==> src/rtl/reg_wr_arbiter_if.sv <==
// Bus between the write-back requesters and the register-file write port.
//   req_valid/req_addr/req_data : packed per-requester write requests
//   req_ready                   : one-hot accept, combinational
//   clr_start/clr_busy/clr_done : clear-sweep command and status
//   wr_en/wr_addr/wr_data       : registered register-file write port
//   grant_id                    : requester behind the current wr_* values
interface reg_wr_arbiter_if #(
    parameter int DATA_WIDTH = 32,
    parameter int NREQ       = 3,
    parameter int GW         = 2
);
    logic [NREQ-1:0]            req_valid;
    logic [5*NREQ-1:0]          req_addr;
    logic [DATA_WIDTH*NREQ-1:0] req_data;
    logic [NREQ-1:0]            req_ready;
    logic                       clr_start;
    logic                       clr_busy;
    logic                       clr_done;
    logic                       wr_en;
    logic [4:0]                 wr_addr;
    logic [DATA_WIDTH-1:0]      wr_data;
    logic [GW-1:0]              grant_id;

    modport master (
        output req_valid, req_addr, req_data, clr_start,
        input  req_ready, clr_busy, clr_done, wr_en, wr_addr, wr_data, grant_id
    );

    modport slave (
        input  req_valid, req_addr, req_data, clr_start,
        output req_ready, clr_busy, clr_done, wr_en, wr_addr, wr_data, grant_id
    );
endinterface

==> src/rtl/reg_wr_arbiter.sv <==
// Register-file write-port owner: round-robin arbitration among NREQ
// write-back requesters plus a clear sweep that zeroes x1..x31 after reset
// and on clr_start.
//   clk   : system clock, rising edge
//   reset : asynchronous, active-low
//   bus   : reg_wr_arbiter_if slave (requests, clear control, write port)
//
// state   | meaning
// --------+---------------------------------------------------
// CLEAR   | sweeping zeros into x1..x31, one address per cycle
// IDLE    | arbitrating write-back requests
module reg_wr_arbiter #(
    parameter int DATA_WIDTH = 32,
    parameter int NREQ       = 3,
    parameter int GW         = 2
) (
    input  logic             clk,
    input  logic             reset,
    reg_wr_arbiter_if.slave  bus
);

    typedef enum logic {ST_CLEAR = 1'b0, ST_IDLE = 1'b1} state_t;

    state_t                state_q, state_d;
    logic [4:0]            cnt_q, cnt_d;
    logic [GW-1:0]         rr_ptr_q, rr_ptr_d;
    logic                  wr_en_q, wr_en_d;
    logic [4:0]            wr_addr_q, wr_addr_d;
    logic [DATA_WIDTH-1:0] wr_data_q, wr_data_d;
    logic [GW-1:0]         grant_id_q, grant_id_d;
    logic                  clr_done_q, clr_done_d;

    logic                  found;
    logic [GW-1:0]         grant_idx;
    logic [NREQ-1:0]       req_ready;
    logic [4:0]            sel_addr;

    // Priority search starting at rr_ptr, wrapping modulo NREQ.
    always_comb begin
        int idx;
        idx       = 0;
        found     = 1'b0;
        grant_idx = '0;
        for (int k = 0; k < NREQ; k++) begin
            idx = int'(rr_ptr_q) + k;
            if (idx >= NREQ) idx = idx - NREQ;
            if (!found && bus.req_valid[idx]) begin
                found     = 1'b1;
                grant_idx = GW'(idx);
            end
        end
    end

    assign sel_addr = bus.req_addr[int'(grant_idx)*5 +: 5];

    always_comb begin
        state_d    = state_q;
        cnt_d      = cnt_q;
        rr_ptr_d   = rr_ptr_q;
        wr_en_d    = 1'b0;
        wr_addr_d  = wr_addr_q;
        wr_data_d  = wr_data_q;
        grant_id_d = grant_id_q;
        clr_done_d = 1'b0;
        req_ready  = '0;
        case (state_q)
            ST_CLEAR: begin
                wr_en_d    = 1'b1;
                wr_addr_d  = cnt_q;
                wr_data_d  = '0;
                grant_id_d = '0;
                if (cnt_q == 5'd31) begin
                    clr_done_d = 1'b1;
                    state_d    = ST_IDLE;
                    cnt_d      = 5'd1;
                end else begin
                    cnt_d = cnt_q + 5'd1;
                end
            end
            default: begin
                if (bus.clr_start) begin
                    // Clear wins over any pending request this cycle.
                    state_d = ST_CLEAR;
                end else if (found) begin
                    req_ready[grant_idx] = 1'b1;
                    wr_addr_d  = sel_addr;
                    wr_data_d  = bus.req_data[int'(grant_idx)*DATA_WIDTH +: DATA_WIDTH];
                    grant_id_d = grant_idx;
                    // x0 writes are accepted but never reach the register file.
                    wr_en_d    = (sel_addr != 5'd0);
                    if (int'(grant_idx) == NREQ - 1) rr_ptr_d = '0;
                    else                             rr_ptr_d = grant_idx + GW'(1);
                end
            end
        endcase
    end

    always_ff @(posedge clk or negedge reset) begin
        if (!reset) begin
            state_q    <= ST_CLEAR;
            cnt_q      <= 5'd1;
            rr_ptr_q   <= '0;
            wr_en_q    <= 1'b0;
            wr_addr_q  <= '0;
            wr_data_q  <= '0;
            grant_id_q <= '0;
            clr_done_q <= 1'b0;
        end else begin
            state_q    <= state_d;
            cnt_q      <= cnt_d;
            rr_ptr_q   <= rr_ptr_d;
            wr_en_q    <= wr_en_d;
            wr_addr_q  <= wr_addr_d;
            wr_data_q  <= wr_data_d;
            grant_id_q <= grant_id_d;
            clr_done_q <= clr_done_d;
        end
    end

    assign bus.req_ready = req_ready;
    assign bus.clr_busy  = (state_q == ST_CLEAR);
    assign bus.clr_done  = clr_done_q;
    assign bus.wr_en     = wr_en_q;
    assign bus.wr_addr   = wr_addr_q;
    assign bus.wr_data   = wr_data_q;
    assign bus.grant_id  = grant_id_q;

endmodule

==> src/flat_wrapper.sv <==
// flat-port wrapper written by rule: the top's interface ports become plain ports
module reg_wr_arbiter_flat 
#(
    parameter int DATA_WIDTH = 32,
    parameter int NREQ       = 3,
    parameter int GW         = 2
)
  (clk, reset, bus_req_valid, bus_req_addr, bus_req_data, bus_clr_start, bus_req_ready, bus_clr_busy, bus_clr_done, bus_wr_en, bus_wr_addr, bus_wr_data, bus_grant_id);
  reg_wr_arbiter_if #(.DATA_WIDTH(DATA_WIDTH), .NREQ(NREQ), .GW(GW)) bus_i ();
  input  logic clk;
  input  logic reset;
  input wire logic [$bits(bus_i.req_valid)-1:0] bus_req_valid;
  input wire logic [$bits(bus_i.req_addr)-1:0] bus_req_addr;
  input wire logic [$bits(bus_i.req_data)-1:0] bus_req_data;
  input wire logic [$bits(bus_i.clr_start)-1:0] bus_clr_start;
  output wire logic [$bits(bus_i.req_ready)-1:0] bus_req_ready;
  output wire logic [$bits(bus_i.clr_busy)-1:0] bus_clr_busy;
  output wire logic [$bits(bus_i.clr_done)-1:0] bus_clr_done;
  output wire logic [$bits(bus_i.wr_en)-1:0] bus_wr_en;
  output wire logic [$bits(bus_i.wr_addr)-1:0] bus_wr_addr;
  output wire logic [$bits(bus_i.wr_data)-1:0] bus_wr_data;
  output wire logic [$bits(bus_i.grant_id)-1:0] bus_grant_id;
  assign bus_i.req_valid = bus_req_valid;
  assign bus_i.req_addr = bus_req_addr;
  assign bus_i.req_data = bus_req_data;
  assign bus_i.clr_start = bus_clr_start;
  assign bus_req_ready = bus_i.req_ready;
  assign bus_clr_busy = bus_i.clr_busy;
  assign bus_clr_done = bus_i.clr_done;
  assign bus_wr_en = bus_i.wr_en;
  assign bus_wr_addr = bus_i.wr_addr;
  assign bus_wr_data = bus_i.wr_data;
  assign bus_grant_id = bus_i.grant_id;
  reg_wr_arbiter #(.DATA_WIDTH(DATA_WIDTH), .NREQ(NREQ), .GW(GW)) u_core (.clk(clk), .reset(reset), .bus(bus_i));
endmodule
==> config.mk <==
export PLATFORM = sky130hd
export DESIGN_NAME = reg_wr_arbiter_flat
export DESIGN_NICKNAME = d
export VERILOG_FILES = /design/src/rtl/reg_wr_arbiter_if.sv /design/src/rtl/reg_wr_arbiter.sv /design/src/flat_wrapper.sv
export SDC_FILE = /design/constraint.sdc
export NUM_CORES = 1
export LEC_CHECK = 0
export ABC_CLOCK_PERIOD_IN_PS = 3300
export CAP_MARGIN = 20
export CORE_ASPECT_RATIO = 1.2
export CORE_MARGIN = 1
export CORE_UTILIZATION = 39
export DETAILED_ROUTE_END_ITERATION = 12
export PLACE_DENSITY = 0.81
export RECOVER_POWER = 100
export SLEW_MARGIN = 25
export SYNTH_ARGS = -nofsm -noshare
export SYNTH_HDL_FRONTEND = slang
export SYNTH_SLANG_ARGS = --single-unit
==> constraint.sdc <==
create_clock -name clk -period 3.3 [get_ports clk]
set_input_delay 0.66 -clock clk [delete_from_list [all_inputs] [get_ports clk]]
set_output_delay 0.66 -clock clk [all_outputs]
set_load 0.005 [all_outputs]
Word level (Yosys, flattened, before mapping)

Index checks and enable logic that the tools add are counted.

Input port bits: 117
Logic and storage cells: 81
Register bits: 49

Bitwise operators: 2
Shift operators: 2
Multiply operators: 1
Reduce and logical (&&, ||, !) cells: 8
Equality and inequality tests: 4
Mux-type cells: 41
$add $sub $neg: 7
Magnitude comparators: 8

Operators by type and width:

| operator                | count |
|---|---|
| $mux W32                | 6 |
| $lt A32 B4 Y1 const B   | 3 |
| $shiftx A96 B8 Y32      | 1 |
| $ge A32 B3 Y1 const B   | 2 |
| $sub A32 B3 Y32 const B | 2 |
| $shiftx A15 B32 Y5      | 1 |
| $mux W5                 | 4 |
| $mux W1                 | 17 |
| $mux W2                 | 7 |
| $mux W3                 | 3 |
| $bmux W1 S2             | 3 |
| $add A5 B1 Y5 const B   | 1 |
| $eq A5 B5 Y1 const B    | 1 |
| $mul A2 B3 Y5 const B   | 1 |
| $reduce_bool A5 Y1      | 1 |
| $ne A2 B2 Y1 const B    | 2 |
| $add A2 B1 Y3 const B   | 1 |
| $add A2 B2 Y3 const B   | 1 |
| $logic_and A1 B1 Y1     | 3 |
| $lt A2 B3 Y1 const B    | 1 |
| $reduce_and A3 Y1       | 1 |
| $sub A2 B2 Y3 const B   | 1 |
| $add A2 B1 Y2 const B   | 1 |
| $demux W1 S2            | 1 |
| 6 further kinds         | 8 |

Logic depth before layout (Yosys ltp)

Depth in word-level cells: 19
Gate-level depth with buffers: 11
Mapped depth without buffers: 8

Least setup slack after synthesis

Ideal clock, no wire load.

Path type: register to output
Start point: register u_core.rr_ptr_q[0]
End point: output bus_req_ready[0]
Slack: 671 ps
Required time: 2640 ps
Buffers on the path: 2
Stages on the path, launching flop included: 9
Arrival: 1969 ps
Cell sequence: dfrtp_1 inv_1 ha_1 buf_4 nand2_1 o22a_1 a31oi_1 clkbuf_1 and3_1

Cells in the longest elaborated chain, start to end: 19
Elaborated cells on any way between the ends: 38
Those cells by class: add/sub: 5; order compare: 5; mux: 23; reduce/logical: 5

RTL lines:

| what                                                     | line                  | RTL |
|---|---|---|
| from (decl)                                              | reg_wr_arbiter.sv:26  | `logic [GW-1:0] rr_ptr_q, rr_ptr_d;` |
| from (signal assigned)                                   | reg_wr_arbiter.sv:111 | `rr_ptr_q <= rr_ptr_d;` |
| branches (longest 16 deep; another with $sub A32 B3 Y32) | n/a                   |  |
| $mux W3 *                                                | reg_wr_arbiter.sv:84  | `end else if (found) begin` |
| $mux W3 *                                                | reg_wr_arbiter.sv:81  | `if (bus.clr_start) begin` |
| $mux W3 *                                                | reg_wr_arbiter.sv:66  | `case (state_q)` |
| to (decl)                                                | flat_wrapper.sv:16    | `output wire logic [$bits(bus_i.req_ready)-1:0] bus_req_ready;` |

Mark *: on every way between the ends. The select of a mux whose other input is x is not followed.

Final worst setup path

Start point: input bus_req_valid[1]
End point: output bus_req_ready[1]

Cells in the longest elaborated chain, start to end: 17
Elaborated cells on any way between the ends: 27
Those cells by class: order compare: 2; mux: 20; reduce/logical: 5

RTL lines:

| what                                                               | line                 | RTL |
|---|---|---|
| from (decl)                                                        | flat_wrapper.sv:12   | `input wire logic [$bits(bus_i.req_valid)-1:0] bus_req_valid;` |
| $bmux W1 S2                                                        | reg_wr_arbiter.sv:47 | `if (!found && bus.req_valid[idx]) begin` |
| $mux W1 (implied by the code) (2 in series)                        | reg_wr_arbiter.sv:47 |  |
| $mux W1                                                            | reg_wr_arbiter.sv:47 |  |
| $logic_not A1 Y1                                                   | reg_wr_arbiter.sv:47 |  |
| $logic_and A1 B1 Y1                                                | reg_wr_arbiter.sv:47 |  |
| $mux W1                                                            | reg_wr_arbiter.sv:47 |  |
| $logic_not A1 Y1                                                   | reg_wr_arbiter.sv:47 |  |
| $logic_and A1 B1 Y1                                                | reg_wr_arbiter.sv:47 |  |
| $mux W2                                                            | reg_wr_arbiter.sv:47 |  |
| $lt A2 B3 Y1 (implied by the code) or $ge A2 B1 Y1 (tied branches) | reg_wr_arbiter.sv:85 | `req_ready[grant_idx] = 1'b1;` |
| $logic_and A1 B1 Y1 (implied by the code)                          | reg_wr_arbiter.sv:85 |  |
| $mux W1 (implied by the code)                                      | reg_wr_arbiter.sv:85 |  |
| $demux W1 S2                                                       | n/a                  |  |
| $mux W3 *                                                          | reg_wr_arbiter.sv:84 |  |
| $mux W3 *                                                          | reg_wr_arbiter.sv:81 |  |
| $mux W3 *                                                          | reg_wr_arbiter.sv:66 |  |

Mark *: on every way between the ends. The rest lies on a longest branch, timed or not. The select of a mux whose other input is x is not followed.

==> results.md <==
- Status: complete, but fails checks
- Failing checks: capacitance limit, slew limit
- Total grt overflow: 0
- F_max: 312 MHz
- Htree depth: 2
- Routability Congestion: 0.942
- Pin count of the biggest net entering global routing: 50
- Max cap viols: 1
- Diodes inserted: 0
- Seq/Total Area, Yosys: 41.2%
- CP max stage delay: 510 ps
- Clock Sinks: 49
- Filler cells: 620
- Crit-path slowest cell: clkdlybuf4s50_1
- Vias in the first global route: 3181
- CP Capture Type: output pin
- Busiest grt layer: met2
- Chip height: 97.8 um
- Multi-input logic area: 1660 sq um
- Die ar.: 8000 sq um
- Drt total wl: 9.18 mm
- Count of final max-slew check failures: 50
- Met3 GRT Util: 5.70%
- Placed cell count: 549
- Non-Filler Instances: 563
- Mapped Cells: 301
- Number of CTS-inserted buffers: 5
- Worst vdd ir: 0.528 mV
- Routed Antenna Nets: 0
- Avg Synthesized Cell Area: 9.90 sq um
- FF+latch area: 1230 sq um
- Final Critical Period: 3210 ps
- Worst EP arrival: 2550 ps
- Worst EP required: 2640 ps
- Final Cell Area: 4900 sq um
- Worst clock skew: 11.5 ps
- Mapped Nets: 424
- Crit path top cell by count: clkdlybuf4s50_1
- Crit path kind: in2out
- Total GRT Usage: 23.4%
- Worst-path fanout max: 5
- Clock transition at path regs: 90 ps
- Worst-Skew Late Latency: 300 ps
- FP Rows: 34
- Leak: 2.30 nW
- Area growth syn-to-layout: 64.4%
- Via Count: 3059
- Clock Path Buffers: 2
- I/O Pins: 162
- Dpl hpwl: 7.02 mm
- YS warnings: 0
- PD cells: 636 nW/um^2
- Nature of the critical path startpoint: input port
- Initial Util: 40.7%
- Post-synth cell types: 38
- Met1 usage: 26.0%
- Die X: 81.8 um
- Initial antenna violation count: 0
- CORE AREA: 7320 sq um
- Fin crit share: 97.2%
- Mean number of vias per cell: 5.43
- Setup violations, final: 0
- Final hold vios: 0
- I/O Buffers: 161
- Tightest Pin Transition: 2560 ps
- TritonCTS clock tree: yes
- Slew HR: -70.4%
- Drt pass-1 iters: 5
- CP cell instances: clkdlybuf4s50_1 -> buf_4 -> nor2b_1 -> o211ai_1 -> a21o_1 -> nand2_1 -> nor2_1 -> clkdlybuf4s50_1
- Layout cells sized above 1: 10.6%
- Root buf cell: clkbuf_8
- Post-DP Area: 4770 sq um
- Cell Area, Synth: 2980 sq um
- GR Util met2: 42.2%
- Worst hold path class: reg2reg
- # DRC: 0
- Net count, final: 595
- First-pass GRT wire length: 14.6 mm
- Drt wl/cell: 16.3 um
- Synthesized flop and latch total: 49
- Initial DRC count: 122
layout by cell type (no fill, tap or decap), types with 2 or more instances in the layout:
master and count:
a22o_1 30, a21oi_1 5, dlymetal6s2s_1 3, and3_1 3
a221o_1 8, a22oi_1 2, clkbuf_2 2, nand3b_1 3
o21ai_0 17, nor2_1 10, dfrtp_1 48, clkbuf_8 5
nand3_1 8, nor2b_1 2, buf_4 22, inv_1 4
o21ai_1 21, a21o_1 2, clkinv_2 2, o221ai_1 3
dlygate4sd3_1 41, clkbuf_1 2, mux2i_1 38, nand2_1 43
ha_1 4, mux2_2 5, clkdlybuf4s50_1 116, a21oi_4 2
timing repair:
item                       CTS  global route
setup endpoints to repair    2             3
cloned                       0             0
hold buffers                 0             0
pin swaps                    0             2
setup buffers                0             6
gates resized for setup      2             8
critical path, delay by kind of cell:
| kind | cells | cell delay [ps] |
|---|---|---|
| buffers and inverters | 3 | 1140 |
| and+or+nand+nor | 3 | 280 |
| AOI/OAI and AO/OA | 2 | 470 |
registers in the layout, indices dropped and copies added, names as in the netlist:
register	flops
u_core.bus.clr_done	1
u_core.bus.grant_id	2
u_core.bus.wr_addr	5
u_core.bus.wr_data	32
u_core.bus.wr_en	1
u_core.cnt_q	5
u_core.rr_ptr_q	2
u_core.state_q	1
synth_stat cells:
cell type	count	area, sq um
nor2b_1	2	12.5
o21a_1	2	15.0
clkinv_1	1	3.75
o211ai_1	1	7.51
a221o_1	8	80.1
mux2i_2	1	13.8
ha_1	6	75.1
o41ai_1	1	8.76
o22ai_1	1	6.26
mux2_2	5	56.3
a21oi_1	7	35.0
o311ai_4	1	26.3
a21o_1	2	15.0
dfstp_2	1	26.3
and3_1	3	18.8
nand3b_1	3	22.5
nand3_1	8	40.0
a41oi_2	1	16.3
buf_6	6	67.6
a22oi_1	2	15.0
o21ai_1	21	105
mux2_4	1	15.0
a22o_1	30	263
o22a_1	1	8.76
o211a_1	1	10.0
buf_4	3	22.5
nand4b_1	1	8.76
inv_1	4	15.0
nand2_1	43	161
dfrtp_1	48	1200
a31oi_1	2	12.5
mux2i_1	38	380
o221ai_1	3	26.3
o2bb2ai_1	1	8.76
clkbuf_1	13	48.8
buf_2	1	5.00
nor2_1	11	41.3
o21ai_0	17	85.1
path summary, 6_finish.rpt:
path,slack [ps],end,cells after the start,from
worst max-delay path,90,bus_req_ready[1],8,bus_req_valid[1]
worst min-delay path,490,u_core.bus.grant_id[1],1,u_core.bus.grant_id[1]
worst max register to register,230,u_core.bus.wr_data[29],12,u_core.rr_ptr_q[1]
worst min register to register,490,u_core.bus.grant_id[1],1,u_core.bus.grant_id[1]
max in group asynchronous,700,u_core.bus.wr_data[1],1,reset
min in group asynchronous,1150,u_core.cnt_q[1],1,reset
through the flow:
step	TNS [ps]	total power [W]	utilization (%)	setup slack [ps]	hold WS, ps
6_report	0	0.00312	67.0	91.3	490
5_1_grt	-30.0	0.00334	67.0	-27.7	511
4_1_cts	0	0.00307	66.4	0.535	390
3_5_place_dp	-15.4	0.00272	65.2	-12.5	475
3_3_place_gp	0	0.00266	65.1	45.4	460
2_1_floorplan	0	0.00209	-	671	364
metal layers:
| metal | up-vias | wire (um) |
|---|---|---|
| li1 | 1464 | - |
| met2 | 136 | 4810 |
| met5 | - | 0 |
| met4 | 0 | 208 |
| met3 | 20 | 717 |
| met1 | 1439 | 3450 |
cell type report:
cell class	count	area share, %
clock inverter	3	0.357
inverter	5	0.383
clock buffer	5	1.40
timing repair buffer	187	36.7
tap	90	2.30
multi-input combinational	224	33.8
sequential	49	25.0
cells by family after synthesis:
group / synth area share (%)
AND/OR/NAND/NOR: 10.2
adder cells (fa/ha/maj): 2.52
multiplexers: 15.6
flip-flops: 41.2
AO/OA/AOI/OAI: 25.0
buffers and inverters: 5.46
where the power goes:
part	leakage, nW	internal, W	total, W	switching [W]
Combinational	1.61	0.000994	0.00198	0.000986
Sequential	0.654	0.000704	0.000795	0.0000911
Clock	0.0439	0.000147	0.000340	0.000194
No activity file was read; power rests on OpenSTA's default activity.
